--- config.mk ---
export PLATFORM = sky130hd
export DESIGN_NAME = crc_append
export DESIGN_NICKNAME = d
export VERILOG_FILES = /design/src/rtl/pusch_pkg.sv /design/src/rtl/crc_append_bitbuf.sv /design/src/rtl/crc_append.sv
export SDC_FILE = /design/constraint.sdc
export NUM_CORES = 2
export LEC_CHECK = 0
export ABC_CLOCK_PERIOD_IN_PS = 9800
export BUFFER_PORTS_ARGS = -buffer_cell sky130_fd_sc_hd__buf_2
export CORE_MARGIN = 3
export CORE_UTILIZATION = 55
export DETAILED_ROUTE_END_ITERATION = 16
export PLACE_DENSITY = 0.71
export SYNTH_ARGS = -nofsm -noshare
export SYNTH_HDL_FRONTEND = slang
export SYNTH_HIERARCHICAL = 1
export SYNTH_SLANG_ARGS = --single-unit
--- constraint.sdc ---
create_clock -name CLK -period 9.8 [get_ports CLK]
set_clock_uncertainty 0.1 [all_clocks]
set_input_delay 0.49 -clock CLK [delete_from_list [all_inputs] [get_ports CLK]]
set_output_delay 0.49 -clock CLK [all_outputs]
set_load 0.03 [all_outputs]
--- src/rtl/pusch_pkg.sv ---
// Shared PUSCH transmit-chain definitions: CRC width, default buffer depth and the
// crc_append state encoding.
package pusch_pkg;

    localparam int unsigned CRC_W            = 16;
    localparam int unsigned MAX_BITS_DEFAULT = 1024;

    typedef enum logic [2:0] {
        StIdle,
        StCollect,
        StWaitCrc,
        StSendData,
        StSendCrc
    } state_e;

endpackage

--- src/rtl/crc_append_bitbuf.sv ---
// Single-port DEPTH x 1 bit buffer with write enable and registered read.
// The address is shared; the caller never asserts we_i and re_i together.
module crc_append_bitbuf #(
    parameter int unsigned DEPTH  = 1024,
    parameter int unsigned ADDR_W = (DEPTH > 1) ? $clog2(DEPTH) : 1
) (
    input  logic              clk_i,
    input  logic              rst_i,
    input  logic              we_i,
    input  logic              re_i,
    input  logic [ADDR_W-1:0] addr_i,
    input  logic              wdata_i,
    output logic              rdata_o
);

    logic mem_q [DEPTH];
    logic rdata_q;

    always_ff @(posedge clk_i) begin
        if (we_i) begin
            mem_q[addr_i] <= wdata_i;
        end
    end

    always_ff @(posedge clk_i or posedge rst_i) begin
        if (rst_i) begin
            rdata_q <= 1'b0;
        end else if (re_i) begin
            rdata_q <= mem_q[addr_i];
        end
    end

    assign rdata_o = rdata_q;

endmodule

--- src/rtl/crc_append.sv ---
// Buffers a serial payload, waits for its CRC-16 word, then emits payload + CRC (MSB first).
// Optional macro CRC_APPEND_READY_EN adds an OUT_READY back-pressure input.
module crc_append
    import pusch_pkg::*;
#(
    parameter int unsigned MAX_BITS = MAX_BITS_DEFAULT,
    parameter int unsigned CNT_W    = $clog2(MAX_BITS + 1)
) (
    input  logic             CLK,
    input  logic             RST,
    input  logic             DATA_IN,
    input  logic             DATA_VALID,
    input  logic [CRC_W-1:0] CRC_IN,
    input  logic             CRC_VALID,
`ifdef CRC_APPEND_READY_EN
    input  logic             OUT_READY,
`endif
    output logic             DATA_OUT,
    output logic             OUT_VALID,
    output logic             OUT_LAST,
    output logic             BUSY,
    output logic             ERR
);

    localparam int unsigned ADDR_W = (MAX_BITS > 1) ? $clog2(MAX_BITS) : 1;
    localparam int unsigned IDX_W  = $clog2(CRC_W);

    state_e             state_q, state_d;
    logic [CNT_W-1:0]   len_q, len_d;
    logic [CNT_W-1:0]   rd_q, rd_d;
    logic [IDX_W-1:0]   idx_q, idx_d;
    logic [CRC_W-1:0]   crc_q, crc_d;
    logic               err_q, err_d;
    logic               out_valid_q, out_valid_d;
    logic               out_last_q, out_last_d;
    logic               busy_q;

    logic               buf_we, buf_re, buf_rdata;
    logic [ADDR_W-1:0]  buf_addr;
    logic               advance;

`ifdef CRC_APPEND_READY_EN
    assign advance = OUT_READY;
`else
    assign advance = 1'b1;
`endif

    always_comb begin
        state_d  = state_q;
        len_d    = len_q;
        rd_d     = rd_q;
        idx_d    = idx_q;
        crc_d    = crc_q;
        err_d    = err_q;
        buf_we   = 1'b0;
        buf_re   = 1'b0;
        buf_addr = '0;

        // Bits arriving while a frame is queued or being sent are dropped.
        if (DATA_VALID && (state_q inside {StWaitCrc, StSendData, StSendCrc})) begin
            err_d = 1'b1;
        end

        unique case (state_q)
            StIdle: begin
                if (DATA_VALID) begin
                    buf_we  = 1'b1;
                    len_d   = CNT_W'(1);
                    state_d = StCollect;
                end
            end
            StCollect: begin
                if (DATA_VALID) begin
                    if (len_q == CNT_W'(MAX_BITS)) begin
                        err_d = 1'b1;
                    end else begin
                        buf_we   = 1'b1;
                        buf_addr = len_q[ADDR_W-1:0];
                        len_d    = len_q + CNT_W'(1);
                    end
                end else begin
                    state_d = StWaitCrc;
                end
            end
            StWaitCrc: begin
                if (CRC_VALID) begin
                    crc_d   = CRC_IN;
                    rd_d    = '0;
                    buf_re  = 1'b1;
                    state_d = StSendData;
                end
            end
            StSendData: begin
                if (advance) begin
                    if (rd_q == len_q - CNT_W'(1)) begin
                        idx_d   = IDX_W'(CRC_W - 1);
                        state_d = StSendCrc;
                    end else begin
                        rd_d     = rd_q + CNT_W'(1);
                        buf_re   = 1'b1;
                        buf_addr = rd_d[ADDR_W-1:0];
                    end
                end
            end
            StSendCrc: begin
                if (advance) begin
                    if (idx_q == '0) begin
                        state_d = StIdle;
                    end else begin
                        idx_d = idx_q - IDX_W'(1);
                    end
                end
            end
            default: state_d = StIdle;
        endcase

        out_valid_d = state_d inside {StSendData, StSendCrc};
        out_last_d  = (state_d == StSendCrc) && (idx_d == '0);
    end

    always_ff @(posedge CLK or posedge RST) begin
        if (RST) begin
            state_q     <= StIdle;
            len_q       <= '0;
            rd_q        <= '0;
            idx_q       <= '0;
            crc_q       <= '0;
            err_q       <= 1'b0;
            out_valid_q <= 1'b0;
            out_last_q  <= 1'b0;
            busy_q      <= 1'b0;
        end else begin
            state_q     <= state_d;
            len_q       <= len_d;
            rd_q        <= rd_d;
            idx_q       <= idx_d;
            crc_q       <= crc_d;
            err_q       <= err_d;
            out_valid_q <= out_valid_d;
            out_last_q  <= out_last_d;
            busy_q      <= (state_d != StIdle);
        end
    end

    crc_append_bitbuf #(
        .DEPTH  (MAX_BITS),
        .ADDR_W (ADDR_W)
    ) u_bitbuf (
        .clk_i   (CLK),
        .rst_i   (RST),
        .we_i    (buf_we),
        .re_i    (buf_re),
        .addr_i  (buf_addr),
        .wdata_i (DATA_IN),
        .rdata_o (buf_rdata)
    );

    // Payload bits come straight from the buffer's read register; CRC bits from the latch.
    assign DATA_OUT  = out_valid_q & ((state_q == StSendCrc) ? crc_q[idx_q] : buf_rdata);
    assign OUT_VALID = out_valid_q;
    assign OUT_LAST  = out_last_q;
    assign BUSY      = busy_q;
    assign ERR       = err_q;

endmodule

; ---- Word-level counts from Yosys, hierarchy flattened
; Memory sizes are Yosys's and may differ from the RTL's. A register that Yosys moved wholly into a read port is not among the register bits.
; Cells that the tools add are included.
[totals]
regBits = 49
ram_bits = 1024
output_inout_bits = 5
word_cells = 78
n_memories = 1
[mem_list]
columns = name, words, width, rd, rd_ports_with_merged_regs, write_ports, line
row1 = u_bitbuf.mem_q, 1024, 1, 1, 1, 1, crc_append_bitbuf.sv:16  ; logic mem_q [DEPTH];
[classes]
addsub = 4
n_lt_le_gt_ge = 1
eq_ne = 13
mux = 36
n_bitwise = 1
n_reduce_logical = 13
[op_table]
columns = op, count
row1 = 2-to-1 mux 11 bit, 5
row2 = one-hot mux 11 bit (2 select lines), 2
row3 = 2-to-1 mux 10 bit, 3
row4 = "adder 11 x 1 -> 11 bit, second input constant", 2
row5 = one-hot mux 10 bit (2 select lines), 1
row6 = 2-to-1 mux 3 bit, 5
row7 = one-hot mux 3 bit (5 select lines), 1
row8 = 2-to-1 mux 1 bit, 13
row9 = equality test 11 bit, 1
row10 = "equality test 11 bit, second input constant", 1
row11 = "subtractor 11 x 1 -> 11 bit, second input constant", 1
row12 = "!= test 2 bit, second input constant", 5
row13 = "equality test 3 x 2 -> 1 bit, second input constant", 3
row14 = zero test 4 bit, 2
row15 = 2-to-1 mux 4 bit, 2
row16 = one-hot mux 4 bit (2 select lines), 1
row17 = "equality test 3 bit, second input constant", 2
row18 = nonzero test 2 bit, 3
row19 = nonzero test 3 bit, 2
row20 = "less-than comparator 4 x 5 -> 1 bit, second input constant", 1
row21 = binary-select mux 1 bit (select 4 bit), 1
row22 = one-hot mux 1 bit (2 select lines), 2
row23 = AND reduction 4 bit, 1
row24 = "subtractor 4 x 1 -> 4 bit, second input constant", 1
row25 = other kinds (6), 7

; ---- Depth between registers and ports, before layout
[logic_depth]
ltp_word = 7
ltp_mapped = 24
depth_no_buf = 17

; ---- Cells and area by module
; Netlist, hierarchy kept.
[modules_own_cells]
columns = mod, instances, cells_per_inst, area_per_inst_um2
row1 = crc_append_bitbuf, 1, 3283, 44234.9
row2 = crc_append, 1, 327, 2917.8

; ---- Least setup slack after synthesis
; No wires, ideal clock.
[synth_timing]
kind = flip-flop to flip-flop
from = register len_q[0]
to = register u_bitbuf.rdata_q (netlist: u_bitbuf/rdata_o) (read register of u_bitbuf.mem_q)
t_arrival_ns = 5.001
required_ns = 9.574
setup_slack_ns = 4.573
stages_incl_launch_ff = 23
synth_period_minus_slack_ns = 5.227
cell_sequence = dfrtp_1 -> clkbuf_1 -> inv_1 -> ha_1 -> or3b_2 -> o21ai_0 -> a21oi_1 -> o31ai_2 -> o21ai_2 -> buf_4 -> o21ai_0 -> buf_4 -> buf_2 -> buf_2 -> buf_4 -> buf_2 -> mux2i_1 -> o22ai_1 -> nor4_1 -> nand2_1 -> a311oi_1 -> o2111ai_1 -> o32a_1
[synth_via]
elab_chain_cells = 4
word_cells_on_any_way = 9
classes_between = add/sub (1) / eq/ne (2) / mux (6)
[synth_lines]
columns = item, line
row1 = "start, declared", crc_append.sv:29  ; logic [CNT_W-1:0] len_q, len_d;
row2 = "start signal, assigned", crc_append.sv:134  ; len_q <= len_d;
row3 = subtractor 11 x 1 -> 11 bit / equality test 11 bit (equally long branches), "crc_append.sv:95, crc_append.sv:74"
row4 = equality test 11 bit / 2-to-1 mux 10 bit (equally long branches), "crc_append.sv:95, crc_append.sv:74"
row5 = "2-to-1 mux 10 bit, on equally long branches", "crc_append.sv:95, crc_append.sv:73"
row6 = one-hot mux 10 bit (2 select lines) (*), crc_append.sv:64  ; unique case (state_q)
row7 = named net buf_addr[1], crc_append.sv:39  ; logic [ADDR_W-1:0] buf_addr;
row8 = "end, declared", crc_append_bitbuf.sv:17  ; logic rdata_q;
; Mark *: on every way through the listed nets, which the timed path passes. The rest lies on a longest branch.
; A chain may end at the register's enable or synchronous reset.

; ---- Worst setup path in the final report
; Same ends and word-level chain as after synthesis.

==> reports/results.tsv <==
stage	metric	value	unit
run	max-cap-violations	0	
synthesis	yosys_register_bits	1074	
critical_path	critical_path_arrival	7.22	ns
timing	tns	0	ns
floorplanning	rows	106	
critical_path	path_class	reg2reg	
clocking	worstSkewPairLatency	0.70	ns
final_layout	area_growth	9.81	%
final_layout	stdcell_count	4746	
synthesis	avgSynthCellArea	13.1	um^2
global_route	overflow	0	
clocking	path_clk_slew	0.06	ns
critical_path	ff2ff_path_depth	19	
critical_path	worstPathMaxFanout	93	
synthesis	ys_async_sr_fraction	4.66	%
timing	holdWs	0.194	ns
place	placed_cell_area	0.0482	mm^2
critical_path	r2r-end	u_bitbuf/rdata_o	
place	dpl_worst_slack	3.21	ns
final_layout	final_common_cell	nor2_1	
synthesis	synth_cell_types	81	
final_layout	regArea	0.0320	mm^2
power_and_ir_drop	totalPowerFinal	12.4	mW
critical_path	path_delay_family	compound AO/OA/AOI/OAI gates	
clocking	cts_tree	done	
place	dp_cells	4525	
final_layout	drive_gt1_share	11.4	%
floorplanning	die_area	0.0893	mm^2
floorplanning	ioPinCount	26	
critical_path	r2r_slack	3.04	ns
global_route	grtUsageMet2	45.6	%
synthesis	postSynthCellCount	3610	
global_route	grt_pass1_wl	194	mm
synthesis	yosysTopAreaCellShare	65.2	%
power_and_ir_drop	leakagePower	15.4	nW
routing	drt-total-wl	132	mm
floorplanning	die_w	299	um
routing	drtIter0Drc	4520	
global_route	grtUsageTotal	29.4	%
place	dp_hpwl	68.3	mm
synthesis	yosysSeqAreaShare	67.9	%
routing	drcViolationCount	0	
critical_path	crit_chain	inv_1, ha_1, or3b_2, o21ai_0, a21oi_1, o31ai_2, o21ai_2, buf_4, o21ai_4, buf_12, buf_4, mux2i_1, o22ai_1, or4_1, nor3_1, a31oi_1, a22oi_1, o2111ai_1, o32a_1	
place	routabilityCongestion	0.828	
power_and_ir_drop	ir_drop	0.166	mV
global_route	busiest_layer	met2	
critical_path	r2r-start	len_q[0]	
power_and_ir_drop	power_per_cell_area	240	mW/mm^2
critical_path	worstSetupEndpointType	flop	
critical_path	slowest_delay	0.60	ns
final_layout	multi_input_area	0.0139	mm^2
synthesis	synth_edf_count	1024	
floorplanning	die_h	299	um
routing	antenna_left	0	
outcome	status	finished, final reports clean	
global_route	antenna_found_initial	1	
timing	finalHoldViolCount	0	
global_route	grt_pass1_vias	29500	
routing	drtPass1Iterations	8	
synthesis	synth_area_leaders	edfxtp_1, nor2_1, mux2i_1	
timing	rsz0062_at_grt	no	
critical_path	critical_path_required	10.26	ns
final_layout	final_util	61.4	%
critical_path	critPathLaunch	len_q[0]	
routing	wire_per_inst	27.9	um
timing	max-slew-margin-rel	11.1	%
timing	fmax	0.148	GHz
timing	worst_pin_slew	1.33	ns
synthesis	syn_nets	3635	
critical_path	path_common_cell	buf_4	
global_route	use_met3	5.33	%
synthesis	synth_area	0.0472	mm^2
final_layout	postLayoutCellArea	0.0518	mm^2
timing	timing.final.ws_setup	3.04	ns
timing	setup_viol	0	
synthesis	synth.largest_area_cell	edfxtp_1	
synthesis	synth_top_flop_cell	edfxtp_1	
clocking	cts-root-buf	clkbuf_16	
final_layout	layout_common_cells	nor2_1, edfxtp_1, mux2i_1	
global_route	grt_max_degree	265	
critical_path	cp-start-kind	flop	
critical_path	path_buf_inv	4	
floorplanning	core-area	0.0844	mm^2
routing	viasPerCell	6.46	
min_path	hp-class	in2async	
critical_path	path_depth	19	
clocking	numCtsBuffers	109	
clocking	cts_setup_buffers	0	
floorplanning	start_util	55.9	%
place	io_buffers	25	
synthesis	yosysWarnings	6	
critical_path	cp_slowest_cell	buf_4	
timing	fin_crit	6.76	ns
timing	maxSlewViolCount	0	
global_route	met1_usage	41.7	%
final_layout	nets	3545	
clocking	clkSinkCount	1074	
routing	vias	30700	
clocking	h-tree-depth	3	
critical_path	worstSetupEndpoint	u_bitbuf/rdata_o	
clocking	ctsLongestPathBuffers	3	
timing	fin_crit_sh	69.0	%
final_layout	nFillCells	6521	
==> metal layers <==
layer  vias up  wire length, um
li1      12900                -
met4         2             5750
met5         -               13
met1     15400            49600
met2      1965            60900
met3       353            16000
==> area by class of cell <==
| class | instances | share of cell area, % |
|---|---|---|
| multi-input combinational | 2189 | 26.8 |
| inverter | 19 | 0.143 |
| sequential | 1074 | 61.8 |
| antenna | 1 | 0.00483 |
| clock inverter | 68 | 1.11 |
| timing repair buffer | 127 | 1.92 |
| clock buffer | 134 | 5.49 |
| tap | 1134 | 2.74 |
==> state kept, by name, indices dropped and copies added (netlist names) <==
| name | cells |
|---|---|
| crc_q | 16 |
| len_q | 11 |
| state_q | 3 |
| idx_q | 4 |
| u_bitbuf/mem_q | 1024 |
| rd_q | 11 |
| u_bitbuf/rdata_o | 1 |
| BUSY | 1 |
| OUT_LAST | 1 |
| ERR | 1 |
| OUT_VALID | 1 |
==> logic make-up after synthesis <==
logic type               after synthesis  synth area share (%)
AND/OR/NAND/NOR                     1411                  12.3
XOR/XNOR                              28                 0.520
buffers and inverters                347                  3.12
AO/OA/AOI/OAI                        297                  4.26
adder cells (fa/ha/maj)                4                 0.106
flip-flops                          1074                  67.9
multiplexers                         449                  11.8
==> synth_stat cells (10+ instances only) <==
| cell type | count |
|---|---|
| nor2_1 | 1078 |
| dfrtp_1 | 50 |
| o22ai_1 | 170 |
| nor4_1 | 28 |
| a22oi_1 | 16 |
| edfxtp_1 | 1024 |
| xor2_1 | 12 |
| a31oi_1 | 10 |
| clkbuf_1 | 244 |
| nand4_1 | 11 |
| nand3_1 | 20 |
| nand2_1 | 166 |
| xnor2_1 | 16 |
| or4_1 | 13 |
| buf_4 | 11 |
| inv_1 | 16 |
| mux2i_1 | 359 |
| o211ai_1 | 10 |
| nor3_1 | 21 |
| and3_1 | 11 |
| mux4_2 | 77 |
| o21ai_0 | 19 |
| a21oi_1 | 18 |
| buf_2 | 63 |
==> timing repair <==
item / CTS / global route
hold endpoints to repair: 57 / 0
resized for setup: 0 / 0
hold buffers: 18 / 0
endpoints found under the setup margin: 0 / 0
==> where the power goes <==
| group | switching [mW] | total [mW] | internal (mW) | leakage (nW) |
|---|---|---|---|---|
| Clock | 1.77 | 4.00 | 2.23 | 1.68 |
| Sequential | 0.0846 | 5.18 | 5.09 | 9.83 |
| Combinational | 1.93 | 3.24 | 1.31 | 3.91 |
==> worst min path at each step <==
stage          from          endpoint
6_report        RST  u_bitbuf/rdata_o
5_1_grt         RST  u_bitbuf/rdata_o
4_1_cts         RST  u_bitbuf/rdata_o
3_5_place_dp    RST  u_bitbuf/rdata_o
3_3_place_gp    RST  u_bitbuf/rdata_o
2_1_floorplan   RST  u_bitbuf/rdata_o
==> worst reg2reg max path: stages, from the launching register on <==
cell and delay (ns):
dfrtp_1 0.48, inv_1 0.10, ha_1 0.28, or3b_2 0.53, o21ai_0 0.18, a21oi_1 0.10
o31ai_2 0.38, o21ai_2 0.28, buf_4 0.26, o21ai_4 0.48, buf_12 0.54, buf_4 0.76
mux2i_1 0.31, o22ai_1 0.10, or4_1 0.57, nor3_1 0.23, a31oi_1 0.07, a22oi_1 0.30
o2111ai_1 0.18, o32a_1 0.39
No activity file was read; power rests on OpenSTA's default activity.
